===== src/rtl/seq_det_param.sv =====
// seq_det_param
//   Serial pattern detector for the receive path. It compares a 1-bit input
//   stream against a PAT_W-bit pattern register that can be reloaded at run
//   time. It reports each match with a one-cycle pulse, a sticky flag and a
//   saturating counter.
//
// Ports
//   clk       rising-edge clock
//   rst       asynchronous reset, active-high
//   in        serial data bit
//   in_valid  qualifies in on the clk edge
//   pat_load  load pat_in into the pattern register; blocks the bit that cycle
//   pat_in    new pattern, first-received bit in the MSB
//   clr       clear sat (a match on the same edge takes priority)
//   hit       registered one-cycle pulse per match
//   sat       sticky match flag
//   hit_cnt   matches since reset, saturating at all-ones
module seq_det_param #(
  parameter int               PAT_W   = 8,
  parameter logic [PAT_W-1:0] PATTERN = 8'b01111110,
  parameter int               OVERLAP = 1,
  parameter int               CNT_W   = 8
) (
  input  logic             clk,
  input  logic             rst,
  input  logic             in,
  input  logic             in_valid,
  input  logic             pat_load,
  input  logic [PAT_W-1:0] pat_in,
  input  logic             clr,
  output logic             hit,
  output logic             sat,
  output logic [CNT_W-1:0] hit_cnt
);

  // The fill counter only has to reach PAT_W-1.
  localparam int             FW       = (PAT_W > 2) ? $clog2(PAT_W) : 1;
  localparam logic [FW-1:0]  FILL_MAX = FW'(PAT_W - 1);

  typedef enum logic {
    S_FILL  = 1'b0,
    S_ARMED = 1'b1
  } state_t;

  state_t             state_q, state_d;
  logic [FW-1:0]      fill_q, fill_d;
  // Only the PAT_W-1 most recent bits are kept. The incoming bit completes
  // the comparison window.
  logic [PAT_W-2:0]   sr_q, sr_d;
  logic [PAT_W-1:0]   pat_q, pat_d;

  logic               accept;
  logic [PAT_W-1:0]   window;
  logic               match;
  logic               sat_d;
  logic [CNT_W-1:0]   cnt_d;

  // A pattern load has priority over an incoming bit, so that bit is dropped.
  assign accept = in_valid & ~pat_load;
  assign window = {sr_q, in};
  assign match  = accept && (state_q == S_ARMED) && (window == pat_q);

  // Next-state logic
  always_comb begin
    state_d = state_q;
    fill_d  = fill_q;
    sr_d    = sr_q;
    pat_d   = pat_q;

    if (pat_load) begin
      pat_d   = pat_in;
      fill_d  = '0;
      state_d = S_FILL;
    end else if (accept) begin
      sr_d = window[PAT_W-2:0];
      case (state_q)
        S_FILL: begin
          fill_d = (fill_q == FILL_MAX) ? fill_q : fill_q + FW'(1);
          // The window becomes valid once PAT_W-1 bits are held. The next
          // accepted bit is then the first one evaluated.
          if (fill_d == FILL_MAX) state_d = S_ARMED;
        end
        S_ARMED: begin
          // In non-overlapping mode, the bits of a match cannot count toward
          // the next one.
          if (match && (OVERLAP == 0)) begin
            fill_d  = '0;
            state_d = S_FILL;
          end
        end
        default: state_d = S_FILL;
      endcase
    end
  end

  // Output/status next values
  always_comb begin
    sat_d = sat;
    cnt_d = hit_cnt;
    if (match) begin
      sat_d = 1'b1;
      if (hit_cnt != {CNT_W{1'b1}}) cnt_d = hit_cnt + CNT_W'(1);
    end else if (clr) begin
      sat_d = 1'b0;
    end
  end

  always_ff @(posedge clk or posedge rst) begin
    if (rst) begin
      state_q <= S_FILL;
      fill_q  <= '0;
      sr_q    <= '0;
      pat_q   <= PATTERN;
      hit     <= 1'b0;
      sat     <= 1'b0;
      hit_cnt <= '0;
    end else begin
      state_q <= state_d;
      fill_q  <= fill_d;
      sr_q    <= sr_d;
      pat_q   <= pat_d;
      hit     <= match;
      sat     <= sat_d;
      hit_cnt <= cnt_d;
    end
  end

endmodule


===== config.mk =====
export PLATFORM = sky130hd
export DESIGN_NAME = seq_det_param
export DESIGN_NICKNAME = d
export VERILOG_FILES = /design/src/rtl/seq_det_param.sv
export SDC_FILE = /design/constraint.sdc
export NUM_CORES = 1
export LEC_CHECK = 0
export BUFFER_PORTS_ARGS = -buffer_cell sky130_fd_sc_hd__buf_2
export CORE_ASPECT_RATIO = 0.9
export CORE_MARGIN = 4
export CORE_UTILIZATION = 58
export CTS_CLUSTER_DIAMETER = 100
export DETAILED_ROUTE_END_ITERATION = 8
export HOLD_SLACK_MARGIN = 0.03
export PLACE_DENSITY_LB_ADDON = 0.05
export SYNTH_ARGS = -nofsm -noshare
export SYNTH_HDL_FRONTEND = slang
export SYNTH_SLANG_ARGS = --single-unit
export TNS_END_PERCENT = 10

===== constraint.sdc =====
create_clock -name clk -period 5.3 [get_ports clk]
set_input_delay 1.06 -clock clk [delete_from_list [all_inputs] [get_ports clk]]
set_output_delay 1.06 -clock clk [all_outputs]
set_load 0.1 [all_outputs]

==> results_dict.tcl <==
set metrics [dict create \
    status "completed" \
    clkLatencyLatePin_ps 320 \
    pwr-share-clk 0.274 \
    p_total_mw 0.488 \
    peakVddDrop_mv 0.232 \
    p_leak_nw 0.710 \
    vias 854 \
    syn_avg_cell_area_um2 12.7 \
    p_int_mw 0.364 \
    yosys-top-cells-area "dfrtp_1, mux2_2, dfstp_2" \
    synth-adder-area-share 0.0189 \
    critPathMaxStageDelay_ps 660 \
    r2r_slack_ps 3440 \
    overflow 0 \
    finalSetupViolCount 0 \
    rows 16 \
    reg2reg_depth 4 \
    core_area_um2 2180 \
    synth_compound_area_frac 0.0331 \
    r2r-end "hit_cnt[1]$_DFFE_PP0P_" \
    cp-start-kind "input port" \
    drc 0 \
    hp-class "reg2reg" \
    power_frac_comb 0.160 \
    numClockSinks 29 \
    slew-limit-headroom 0.310 \
    ys_seq_area_frac 0.554 \
    ys_ff_latch 29 \
    syn_to_final_growth_pct 14.9 \
    synthFlopType "dfrtp_1" \
    drive_gt1_frac 0.398 \
    switchingPower_mw 0.125 \
    period_needed_ps 2710 \
    ys_async_sr_fraction 1.00 \
    nets 148 \
    htreeDepth 2 \
    critPathMaxFanout 13 \
    fp.dieH_um 53.3 \
    clkTransAtPathRegs_ps 80 \
    grt_max_degree 30 \
    crit_path_end_kind "flip-flop" \
    antenna_found_initial 0 \
    drt_iter0_drc 24 \
    maxCapViolCount 0 \
    synthCells 104 \
    cp.required_ps 5510 \
    yosys.area_share.simple 0.141 \
    worstSetupPathType "in2reg" \
    synth_xor_area_frac 0.0993 \
    start_util 0.606 \
    synth_area_um2 1320 \
    ios 24 \
    gp_congestion 0.660 \
    synth-edff-count 0 \
    p_seq_frac 0.566 \
    grt_pass1_wl_um 3620 \
    holdPathStages 1 \
    avgRoutedWirePerCell_um 13.4 \
    dieArea_um2 3110 \
    routed_via_density 5.34 \
    skew_ps 9.74 \
    fill_cells 175 \
    synth.most_common_cell "dfrtp_1" \
    p_per_area_nw_per_um2 322 \
    die_x_um 58.3 \
    synth.top_cell.area_share 0.435 \
    grt_pass1_vias 805 \
    crit_path_top_delay_cell "nor2b_1" \
    post_cts_buffers 0 \
    synth_common_cells "dfrtp_1, mux2_2, xnor2_1, nand2_1, dfstp_2" \
    clockRootBuffer "clkbuf_4" \
    cts_hold_buf 0 \
    syn_nets 120 \
    worst_slack_ps 2590 \
    hold_viol_final 0 \
    track_usage 0.166 \
    switching_share 0.255 \
    fin_crit_sh 0.511 \
    yosys_warnings 0 \
    place_worst_setup_slack_ps 2240 \
    hold_ws_ps 478 \
    synthDistinctLibCells 27 \
    endpoint "hit_cnt[1]$_DFFE_PP0P_" \
    setup_tns_ps 0 \
    portBuffers 23 \
    routed_wl_um 2150 \
    yosys.area.top_type "dfrtp_1" \
    clockBufferDepth 2 \
    ctsResizeCount 0 \
    dpl.hpwl_um 1600 \
    cts_tree "done" \
    design_area_um2 1520 \
    critical_path_arrival_ps 2910 \
    final_max_slew_viol_count 0 \
    rsz0062_at_grt "no" \
    n_antenna_cell 0 \
    synth_top_family_by_area "simple AND/OR/NAND/NOR gates" \
    worstPathCellList "buf_2 > nor2b_1 > nand3_4 > nor4_4 > mux2_1" \
    ant_nets 0 \
    worst_pin_slew_ps 1030 \
    placed_cell_area_um2 1460 \
    cts_buffers 5 \
    rr_startpoint "pat_q[3]$_DFFE_PP1P_" \
    drt_pre_antenna_iters 4 \
    timing.critical_path.from "pat_load" \
    fmax_mhz 370 \
    muxShareOfSynthArea 0.136 \
]
[worst min path at each step]
stage / start / to / slack (ps)
6_report: sat$_DFFE_PP0P_ / sat$_DFFE_PP0P_ / 480
2_1_floorplan: fill_q[2]$_DFFE_PP0P_ / fill_q[2]$_DFFE_PP0P_ / 490
5_1_grt: sat$_DFFE_PP0P_ / sat$_DFFE_PP0P_ / 510
4_1_cts: sat$_DFFE_PP0P_ / sat$_DFFE_PP0P_ / 480
3_3_place_gp: sat$_DFFE_PP0P_ / sat$_DFFE_PP0P_ / 450
3_5_place_dp: sat$_DFFE_PP0P_ / sat$_DFFE_PP0P_ / 470
[sequential cells by signal, summed over array words and instances (netlist names)]
name,cells
state_q,1
pat_q,8
hit_cnt,8
hit,1
fill_q,3
sr_q,7
sat,1
[routing by layer]
metal	up-vias	wire, um	global-route usage
met5	-	0	0
met4	0	47	0.127
met3	7	155	0.0537
met2	22	920	0.229
met1	406	1020	0.214
li1	419	-	-
[critical path: cells and delay by family]
| kind | cells | cell delay [ps] |
|---|---|---|
| and+or+nand+nor | 3 | 1290 |
| muxes | 1 | 370 |
| buffers and inverters | 1 | 190 |
[power by group through the flow]
stage	Combinational, mW	Sequential (mW)	Clock, mW
after detailed placement	0.0798	0.280	0
after CTS	0.0803	0.276	0.141
after floorplan	0.0658	0.275	0
after global routing	0.0878	0.280	0.152
after global placement	0.0784	0.279	0
final	0.0784	0.276	0.134
[stage by stage]
| step | instances | util |
|---|---|---|
| 6_report | 160 | 0.696 |
| 5_1_grt | 160 | 0.696 |
| 4_1_cts | 160 | 0.696 |
| 2_1_floorplan | 104 | - |
| 3_5_place_dp | 152 | 0.669 |
| 3_3_place_gp | 152 | 0.669 |
[layout by cell type (no fill, tap or decap), drive strengths merged, types with 2 or more instances in the layout]
cell,n
xor2,2
inv,3
and3,2
dfstp,6
xnor2,13
nor2,3
buf,23
nor2b,3
clkbuf,8
ha,2
a21oi,3
nand2,7
and4,2
dfrtp,23
mux2,16
o21ai,3
nand4,3
nand3,5
[layout make-up]
class | count | area [um2] | share of cell area
tap | 27 | 33.8 | 0.0222
multi-input combinational | 70 | 567 | 0.373
clock buffer | 8 | 58.8 | 0.0387
timing repair buffer | 23 | 115 | 0.0758
inverter | 3 | 11.3 | 0.00741
sequential | 29 | 733 | 0.483
[cells by family after synthesis]
logic type | Yosys count
multiplexers | 16
AND/OR/NAND/NOR | 29
buffers and inverters | 5
flip-flops | 29
XOR/XNOR | 15
adder cells (fa/ha/maj) | 2
AO/OA/AOI/OAI | 8
(Power assumes the default switching activity.)
